### config.mk
export PLATFORM = sky130hd
export DESIGN_NAME = layer_compositor
export DESIGN_NICKNAME = d
export VERILOG_FILES = /design/src/rtl/layer_compositor_pkg.sv /design/src/rtl/hvsync_generator.sv /design/src/rtl/layer_priority_mux.sv /design/src/rtl/layer_compositor.sv
export SDC_FILE = /design/constraint.sdc
export NUM_CORES = 1
export LEC_CHECK = 0
export ABC_AREA = 0
export BUFFER_PORTS_ARGS = -buffer_cell sky130_fd_sc_hd__buf_4
export CORE_MARGIN = 2
export CORE_UTILIZATION = 47
export DETAILED_ROUTE_END_ITERATION = 8
export PLACE_DENSITY = 0.79
export REMOVE_ABC_BUFFERS = 1
export SLEW_MARGIN = 20
export SYNTH_ARGS = -nofsm -noshare
export SYNTH_HDL_FRONTEND = slang
export SYNTH_SLANG_ARGS = --single-unit
### constraint.sdc
create_clock -name clk -period 1.9 [get_ports clk]
set_input_delay 0.19 -clock clk [delete_from_list [all_inputs] [get_ports clk]]
set_output_delay 0.19 -clock clk [all_outputs]
set_load 0.1 [all_outputs]
### src/rtl/layer_compositor_pkg.sv
// Shared definitions for the layer compositor: colour defaults, RGB field
// helper, VGA timing constants and the per-pixel scan record.
package layer_compositor_pkg;

    localparam int DEF_COLOR_BITS = 2;

    // 640x480 @ 60 Hz timing, in pixel clocks / lines
    localparam int H_DISPLAY = 640;
    localparam int H_FRONT   = 16;
    localparam int H_SYNC    = 96;
    localparam int H_BACK    = 48;
    localparam int V_DISPLAY = 480;
    localparam int V_FRONT   = 10;
    localparam int V_SYNC    = 2;
    localparam int V_BACK    = 33;

    // Scan state carried along the display pipeline
    typedef struct packed {
        logic       hsync;
        logic       vsync;
        logic       display_on;
        logic [9:0] hpos;
        logic [9:0] vpos;
    } scan_t;

    // LSB position of channel ch (0=R, 1=G, 2=B) inside a packed {R,G,B} word
    function automatic int rgb_lsb(input int cb, input int ch);
        return (2 - ch) * cb;
    endfunction

endpackage

### src/rtl/hvsync_generator.sv
// Horizontal/vertical scan counter with combinational sync and display-enable
// decode. Syncs are active-high during the sync pulse.
module hvsync_generator
    import layer_compositor_pkg::*;
#(
    parameter int H_DISP = H_DISPLAY,
    parameter int H_FP   = H_FRONT,
    parameter int H_SW   = H_SYNC,
    parameter int H_BP   = H_BACK,
    parameter int V_DISP = V_DISPLAY,
    parameter int V_FP   = V_FRONT,
    parameter int V_SW   = V_SYNC,
    parameter int V_BP   = V_BACK
) (
    input  logic       clk,
    input  logic       rst,
    output logic       o_hsync,
    output logic       o_vsync,
    output logic       o_display_on,
    output logic [9:0] o_hpos,
    output logic [9:0] o_vpos
);
    localparam int H_TOTAL = H_DISP + H_FP + H_SW + H_BP;
    localparam int V_TOTAL = V_DISP + V_FP + V_SW + V_BP;

    logic [9:0] r_hpos;
    logic [9:0] r_vpos;
    logic       w_hmax;
    logic       w_vmax;

    assign w_hmax = (r_hpos == 10'(H_TOTAL - 1));
    assign w_vmax = (r_vpos == 10'(V_TOTAL - 1));

    // Raster scan: hpos wraps every line, vpos advances at each line end
    always_ff @(posedge clk) begin
        if (rst) begin
            r_hpos <= '0;
            r_vpos <= '0;
        end else if (w_hmax) begin
            r_hpos <= '0;
            r_vpos <= w_vmax ? 10'd0 : r_vpos + 10'd1;
        end else begin
            r_hpos <= r_hpos + 10'd1;
        end
    end

    assign o_hsync      = (r_hpos >= 10'(H_DISP + H_FP)) && (r_hpos < 10'(H_DISP + H_FP + H_SW));
    assign o_vsync      = (r_vpos >= 10'(V_DISP + V_FP)) && (r_vpos < 10'(V_DISP + V_FP + V_SW));
    assign o_display_on = (r_hpos < 10'(H_DISP)) && (r_vpos < 10'(V_DISP));
    assign o_hpos       = r_hpos;
    assign o_vpos       = r_vpos;

endmodule

### src/rtl/layer_priority_mux.sv
// Picks the highest-index asserted layer hit; o_valid low when none is set.
module layer_priority_mux #(
    parameter  int NUM_LAYERS = 4,
    localparam int IW         = (NUM_LAYERS > 1) ? $clog2(NUM_LAYERS) : 1
) (
    input  logic [NUM_LAYERS-1:0] i_hits,
    output logic [IW-1:0]         o_index,
    output logic                  o_valid
);
    // Later (higher) indices overwrite earlier ones, so the top set bit wins
    always_comb begin
        o_index = '0;
        o_valid = 1'b0;
        for (int k = 0; k < NUM_LAYERS; k++) begin
            if (i_hits[k]) begin
                o_index = IW'(k);
                o_valid = 1'b1;
            end
        end
    end

endmodule

### src/rtl/layer_compositor.sv
// N-layer pixel compositor: priority palette lookup, aligned sync pipeline,
// frame tick divider, flash inversion and sticky masked collision capture.
module layer_compositor
    import layer_compositor_pkg::*;
#(
    parameter int NUM_LAYERS   = 4,
    parameter int COLOR_BITS   = DEF_COLOR_BITS,
    parameter int CONV         = 0,
    parameter int PIPE         = 2,
    parameter int TICK_DIV     = 3,
    parameter int FLASH_FRAMES = 8,
    parameter int H_DISP       = H_DISPLAY,
    parameter int H_FP         = H_FRONT,
    parameter int H_SW         = H_SYNC,
    parameter int H_BP         = H_BACK,
    parameter int V_DISP       = V_DISPLAY,
    parameter int V_FP         = V_FRONT,
    parameter int V_SW         = V_SYNC,
    parameter int V_BP         = V_BACK
) (
    input  logic                             clk,
    input  logic                             rst,
    output logic                             o_hsync,
    output logic                             o_vsync,
    output logic [COLOR_BITS-1:0]            o_red,
    output logic [COLOR_BITS-1:0]            o_green,
    output logic [COLOR_BITS-1:0]            o_blue,
    output logic [9-CONV:0]                  o_hpos,
    output logic [9-CONV:0]                  o_vpos,
    input  logic [NUM_LAYERS-1:0]            i_layer,
    input  logic [NUM_LAYERS*3*COLOR_BITS-1:0] i_palette,
    input  logic [3*COLOR_BITS-1:0]          i_bg_color,
    input  logic                             i_invert,
    input  logic                             i_flash_en,
    input  logic [NUM_LAYERS-1:0]            i_coll_mask_a,
    input  logic [NUM_LAYERS-1:0]            i_coll_mask_b,
    input  logic                             i_coll_clear,
    output logic                             o_tick_frame,
    output logic                             o_tick_div,
    output logic                             o_tick_div_r,
    output logic                             o_collision,
    output logic [9:0]                       o_coll_x,
    output logic [9:0]                       o_coll_y
);
    localparam int CW  = 3 * COLOR_BITS;
    localparam int IW  = (NUM_LAYERS > 1) ? $clog2(NUM_LAYERS) : 1;
    localparam int FCW = $clog2(TICK_DIV);
    localparam int FLW = (FLASH_FRAMES > 1) ? $clog2(FLASH_FRAMES) : 1;

    logic       w_hs;
    logic       w_vs;
    logic       w_de;
    logic [9:0] w_hpos;
    logic [9:0] w_vpos;

    hvsync_generator #(
        .H_DISP(H_DISP), .H_FP(H_FP), .H_SW(H_SW), .H_BP(H_BP),
        .V_DISP(V_DISP), .V_FP(V_FP), .V_SW(V_SW), .V_BP(V_BP)
    ) u_hvsync (
        .clk          (clk),
        .rst          (rst),
        .o_hsync      (w_hs),
        .o_vsync      (w_vs),
        .o_display_on (w_de),
        .o_hpos       (w_hpos),
        .o_vpos       (w_vpos)
    );

    assign o_hpos = w_hpos[9:CONV];
    assign o_vpos = w_vpos[9:CONV];

    // ---------------- scan pipeline ----------------
    scan_t w_live;
    scan_t w_samp;              // stage PIPE-1: the pixel i_layer refers to
    scan_t r_pipe [1:PIPE];

    assign w_live = '{hsync: w_hs, vsync: w_vs, display_on: w_de, hpos: w_hpos, vpos: w_vpos};

    // Shift scan state towards the pins; reset flushes to blank
    always_ff @(posedge clk) begin
        if (rst) begin
            for (int k = 1; k <= PIPE; k++) r_pipe[k] <= '0;
        end else begin
            r_pipe[1] <= w_live;
            for (int k = 2; k <= PIPE; k++) r_pipe[k] <= r_pipe[k-1];
        end
    end

    generate
        if (PIPE == 1) begin : g_samp_direct
            assign w_samp = w_live;
        end else begin : g_samp_delayed
            assign w_samp = r_pipe[PIPE-1];
        end
    endgenerate

    assign o_hsync = r_pipe[PIPE].hsync;
    assign o_vsync = r_pipe[PIPE].vsync;

    // ---------------- colour ----------------
    logic [IW-1:0] w_win_idx;
    logic          w_win_valid;
    logic [CW-1:0] w_base;
    logic [CW-1:0] w_color_next;
    logic [CW-1:0] w_shown;
    logic [CW-1:0] r_color;
    logic [FLW-1:0] r_flash_cnt;
    logic           r_flash_phase;

    layer_priority_mux #(.NUM_LAYERS(NUM_LAYERS)) u_prio (
        .i_hits  (i_layer),
        .o_index (w_win_idx),
        .o_valid (w_win_valid)
    );

    assign w_base       = w_win_valid ? i_palette[int'(w_win_idx)*CW +: CW] : i_bg_color;
    assign w_color_next = w_base ^ {CW{i_invert ^ r_flash_phase}};

    // Colour register lines up with the last pipeline stage
    always_ff @(posedge clk) begin
        if (rst) r_color <= '0;
        else     r_color <= w_color_next;
    end

    // Blanking forces black regardless of inversion
    assign w_shown = r_pipe[PIPE].display_on ? r_color : '0;
    assign o_red   = w_shown[rgb_lsb(COLOR_BITS, 0) +: COLOR_BITS];
    assign o_green = w_shown[rgb_lsb(COLOR_BITS, 1) +: COLOR_BITS];
    assign o_blue  = w_shown[rgb_lsb(COLOR_BITS, 2) +: COLOR_BITS];

    // ---------------- ticks ----------------
    logic [FCW-1:0] r_frame_cnt;
    logic           r_tick_div_r;

    assign o_tick_frame = (w_hpos == 10'd0) && (w_vpos == 10'd0);
    assign o_tick_div   = o_tick_frame && (r_frame_cnt == FCW'(TICK_DIV - 1));
    assign o_tick_div_r = r_tick_div_r;

    // Count frames modulo TICK_DIV; delayed copy of the divided tick
    always_ff @(posedge clk) begin
        if (rst) begin
            r_frame_cnt  <= '0;
            r_tick_div_r <= 1'b0;
        end else begin
            r_tick_div_r <= o_tick_div;
            if (o_tick_frame) r_frame_cnt <= o_tick_div ? '0 : r_frame_cnt + 1'b1;
        end
    end

    // Flash phase toggles every FLASH_FRAMES frames while enabled
    always_ff @(posedge clk) begin
        if (rst || !i_flash_en) begin
            r_flash_cnt   <= '0;
            r_flash_phase <= 1'b0;
        end else if (o_tick_frame) begin
            if (r_flash_cnt == FLW'(FLASH_FRAMES - 1)) begin
                r_flash_cnt   <= '0;
                r_flash_phase <= ~r_flash_phase;
            end else begin
                r_flash_cnt <= r_flash_cnt + 1'b1;
            end
        end
    end

    // ---------------- collision ----------------
    logic       w_hit;
    logic       r_coll;
    logic [9:0] r_coll_x;
    logic [9:0] r_coll_y;

    assign w_hit = (|(i_layer & i_coll_mask_a)) && (|(i_layer & i_coll_mask_b)) && w_samp.display_on;

    // Sticky flag with first-hit coordinates; clear beats a same-cycle hit
    always_ff @(posedge clk) begin
        if (rst) begin
            r_coll   <= 1'b0;
            r_coll_x <= '0;
            r_coll_y <= '0;
        end else if (i_coll_clear) begin
            r_coll <= 1'b0;
        end else if (w_hit && !r_coll) begin
            r_coll   <= 1'b1;
            r_coll_x <= w_samp.hpos;
            r_coll_y <= w_samp.vpos;
        end
    end

    assign o_collision = r_coll;
    assign o_coll_x    = r_coll_x;
    assign o_coll_y    = r_coll_y;

endmodule

---- After elaboration in Yosys (flattened, before gate mapping) ----
Memory sizes are Yosys's and may differ from the RTL's.
Cells that the tools add are included.
operators by class
  add/subtract/negate cells ............... 4
  multipliers ............................. 1
  magnitude comparators ................... 6
  equal/unequal tests ..................... 4
  shifts and indexed selects .............. 1
  muxes and demuxes ....................... 17
  bitwise operators ....................... 8
  reductions and logical operators ........ 19
operator list
  cell                                                                                  count
  23-bit 2-to-1 mux                                                                     2
  24-bit by 6-bit variable part select with 6-bit output                                1
  10-bit by 1-bit adder with 10-bit output, second input constant                       2
  10-bit == test, second input constant                                                 2
  10-bit logical NOT                                                                    2
  10-bit less-than comparator, second input constant                                    2
  10-bit by 9-bit less-than comparator with 1-bit output, second input constant         2
  6-bit 2-to-1 mux                                                                      2
  10-bit greater-or-equal comparator, second input constant                             1
  10-bit by 9-bit greater-or-equal comparator with 1-bit output, second input constant  1
  10-bit 2-to-1 mux                                                                     1
  4-bit AND                                                                             2
  1-bit logical AND                                                                     8
  1-bit 2-to-1 mux                                                                      8
  4-bit OR reduction                                                                    2
  2-bit 2-to-1 mux                                                                      3
  6-bit bitwise XOR                                                                     1
  2-bit by 2-bit multiplier with 4-bit output, second input constant                    1
  2-bit AND reduction                                                                   2
  2-bit OR reduction                                                                    2
  3-bit by 1-bit adder with 3-bit output, second input constant                         1
  3-bit == test, second input constant                                                  1
  3-bit 2-to-1 mux                                                                      1
  2-bit by 1-bit adder with 2-bit output, second input constant                         1
  6 further kinds                                                                       9
word-level totals
  bits in registers ....................... 54
  RAM bits ................................ 46
  bits of input ports ..................... 47
  output and inout port bits .............. 52
  logic and storage cells ................. 71
  memories kept ........................... 1
memory list
  name    depth  bits a word  read ports  clocked after Yosys merged registers in  write ports  line                    source
  r_pipe  2      23           2           0                                        2            layer_compositor.sv:75  scan_t r_pipe [1:PIPE];

---- Depth between registers and ports, before layout ----
  word-level depth ........................ 7
  gate-level depth with buffers ........... 7
  mapped depth without buffers ............ 6

---- Hierarchy ----
From an unflattened synthesis, not the netlist that was laid out.
second synthesis, totals
  cells, all modules ...................... 354
  area, all modules ....................... 3545.9 sq um
modules (own cells, without submodules)
  module              instances  cells each  area each (sq um)  seq. area each (sq um)
  layer_compositor    1          230         2522.4             1201.2
  hvsync_generator    1          120         999.7              400.4
  layer_priority_mux  1          4           23.8               0.0

---- Least setup slack after synthesis ----
Ideal clock, no wire load.
  path kind ............................... register -> output
  start ................................... reg u_hvsync.r_vpos[0] (netlist: u_hvsync.o_vpos[0])
  end ..................................... out o_tick_div
  arrival time ............................ 4.350 ns
  required time ........................... 1.710 ns
  path slack .............................. -2.640 ns
  cell stages (with the launch flop) ...... 7
  buffers on the path ..................... 0
  cells stage by stage .................... dfxtp_1 > inv_1 > ha_1 > or4b_1 > nor4_1 > nand2_1 > nor3b_1
on the way
  longest elaborated chain between the ends .. 3
ends and longest elaborated chain
  item                      line                     source
  start: declaration        hvsync_generator.sv:27   logic [9:0] r_vpos;
  start signal: assignment  hvsync_generator.sv:41   r_vpos <= w_vmax ? 10'd0 : r_vpos + 10'd1;
  10-bit logical NOT        layer_compositor.sv:135  assign o_tick_frame = (w_hpos == 10'd0) && (w_vpos == 10'd0);
  1-bit logical AND         layer_compositor.sv:135
  1-bit logical AND         layer_compositor.sv:136  assign o_tick_div = o_tick_frame && (r_frame_cnt == FCW'(TICK_DIV - 1));
  end: declaration          layer_compositor.sv:39   output logic o_tick_div,
No other way between the ends.

---- Final worst setup path ----
Same ends and word-level chain as after synthesis.

==> qor.csv <==
stage,metric,value,unit
clock_network,Longest Clk Path Bufs,2,
global_routing,GRT Overall Usage,21.8,%
die,die area,0.00804,mm²
global_routing,met1 Use GR,27.4,%
clock_network,CTS tree,built,
routing,Iter 0 DRT Violations,181,
routing,vias per cell,5.20,
routing,DR WL/cell,14.4,µm
global_routing,largest net degree at the start of global routing,25,
synthesis,Mapped Area,0.00345,mm²
timing,setup TNS,-2.25,ns
routing,antenna-violating nets left,0,
routing,Pre-Repair DR Iteration Count,5,
power,Leak,2.06,nW
place,Final GP Congestion,0.855,
timing,final worst path period share,130,%
die,core box area,0.00718,mm²
place,DP Cell Count,598,
outcome,failing checks,setup timing,
routing,final wirelength,8.91,mm
cells_and_area,Nets,570,
power,PwrDens,689,mW/mm²
cells_and_area,filler cell count,563,
timing,Slew HR,55.5,%
critical_path,Worst Path Arrival,2.27,ns
global_routing,first-pass GRT wire length,13.5,mm
global_routing,GRT Residual Overflow,0,
die,die width,89.7,µm
global_routing,GR peak layer,met2,
critical_path,WS Path Type,flop to output pin,
cells_and_area,final non-filler cell total,621,
power,Worst VDD drop,389,µV
outcome,status,"finished, violations left",
critical_path,WP data required,1.71,ns
clock_network,clock transition at the registers of the reported paths,0.08,ns
hold_path,Hold WC Path Type,primary input to flop,
synthesis,Ys Warns,0,
critical_path,R2R setup slack,-0.33,ns
cells_and_area,Multi-input gate area,0.00180,mm²
timing,fin worst setup slack,-0.561,ns
timing,fmax,406,MHz
timing,worst hold slack,0.0202,ns
timing,Setup Skew,0.0110,ns
global_routing,vias in the first global route,2987,
clock_network,CTS H-Tree Depth,3,
routing,DR vias,3232,
run,max cap viols,0,
global_routing,initial antenna violation count,0,
timing,Final setup viols,9,
cells_and_area,most frequent cells in the layout,"buf_4 (143), dfxtp_1 (78), nand2_1 (53), mux2i_1 (34), nor2_1 (26)",
clock_network,Clock Tree Root,clkbuf_8,
synthesis,ys async rst share,0,%
die,y dimension of the die,89.7,µm
die,num ports,99,
cells_and_area,layout cells sized above 1,35.1,%
clock_network,CTS Hold Bufs,0,
global_routing,met2 usage,36.5,%
cells_and_area,area occupied by registers,0.00160,mm²
synthesis,sequential area share after synthesis,46.4,%
cells_and_area,n_diodes,0,
synthesis,Yosys cell types,42,
timing,unrepaired setup endpoints after global routing,true,
synthesis,Post-synth EDFFs,0,
routing,drt drc,0,
timing,Final Max Slew Viols,0,
synthesis,ys flop type,dfxtp_1,
cells_and_area,"commonest non-fill, non-tap cell in the layout",buf_4,
clock_network,TritonCTS Sinks,80,
critical_path,Crit. End Element,output pin,
synthesis,average footprint of a synthesized cell,9.10,µm²
die,Initial Util,48.1,%
global_routing,met3 Resource Use GR,3.84,%
place,dpl hpwl,6.44,mm
clock_network,cts bufs inserted,9,
cells_and_area,post-layout util,68.0,%
die,num rows,31,
critical_path,CP max FO,2,
timing,fin crit period,2.46,ns
synthesis,register bit total from synthesis,80,
place,Port Buffer Count,98,
power,total power,3.36,mW
critical_path,crit start category,flop,
timing,final hold vios,0,
clock_network,Worst-Skew Late Latency,0.35,ns
synthesis,Mapped Cells,379,
timing,worst-margin pin slew,0.662,ns
cells_and_area,Syn-to-layout area delta,41.5,%
-- worst max-delay path: stages (launching register included) --
cell and delay, ns:
dfxtp_2 0.33, inv_2 0.07, ha_4 0.13, or4b_4 0.47
nor4_4 0.28, buf_4 0.17, nand2_4 0.04, nor3b_2 0.17
buf_6 0.25
-- cells in the mapped netlist, types with 2 or more instances --
library cell  number  area share, %
or4b_1             2           0.58
a22o_1             4            1.0
nand3_1            9            1.3
nor4_1            11            2.0
clkbuf_1          16            1.7
a211oi_1           7            1.5
mux2i_1           34            9.9
dfxtp_1           80             46
nor3b_1            7            1.5
and2_1             6            1.1
xor2_1             3           0.76
or3_1              2           0.36
ha_1               6            2.2
xnor2_1            9            2.3
o31ai_1            3           0.65
inv_1             11            1.2
buf_2              3           0.44
nor2b_1           21            3.8
a31oi_1            6            1.1
nand4_1            7            1.3
nand2_1           54            5.9
and3_1             2           0.36
nand4b_1           2           0.51
or4_1              7            1.5
o21ai_0            9            1.3
or2_2              2           0.36
nor3_1             6           0.87
nor2_1            26            2.8
a21oi_1           11            1.6
-- metal layers --
layer | wire length [µm] | vias to the layer above
li1 | - | 1611
met1 | 3800 | 1507
met2 | 4440 | 100
met3 | 500 | 14
met4 | 169 | 0
met5 | 0 | -
-- report_power, final --
part           switching [mW]  internal, mW  leakage (nW)
Clock                   0.642         0.485        0.0862
Sequential             0.0200          1.71         0.649
Combinational           0.297         0.212          1.33
-- final timing paths --
check,startpoint,cells after the start,endpoint
min,i_coll_clear,2,o_collision
min reg2reg,r_pipe[1][11],2,o_coll_x[1]
max reg2reg,u_hvsync.o_hpos[0],6,r_flash_phase
max,u_hvsync.o_vpos[0],8,o_tick_div
-- layout make-up --
type | count | area share [%]
sequential | 80 | 32.9
multi-input combinational | 268 | 36.9
timing repair buffer | 146 | 23.1
tap | 99 | 2.54
clock buffer | 9 | 2.54
inverter | 12 | 0.974
clock inverter | 7 | 1.13
-- timing repair --
item	4_1_cts	5_1_grt
setup buffers	3	4
resized for setup	16	7
setup endpoints to repair	6	17
pin swaps	3	8
-- through the flow --
stage	cell area, µm²	setup WS (ns)
global placement	4560	-0.254
finish	4880	-0.561
floorplan	3370	-2.64
global route	4880	-0.618
detailed placement	4560	-0.323
CTS	4820	-0.556
-- flip-flops by register name, summed over array words and instances (netlist names) --
register	count
r_pipe	26
o_collision	1
u_hvsync.o_vpos	10
r_color	6
o_tick_div_r	1
r_flash_cnt	3
o_coll_y	10
u_hvsync.o_hpos	10
r_flash_phase	1
o_coll_x	10
r_frame_cnt	2
-- cell families after synthesis --
family          count (synthesis)  synth area share (%)
simple gates                  172                  26.5
flops                          80                  46.4
compound gates                 43                  8.16
mux                            35                  10.2
buf+inv                        31                  3.48
xor+xnor                       12                  3.05
fa+ha+maj                       6                  2.18
Power figures use the tool's default switching activity.
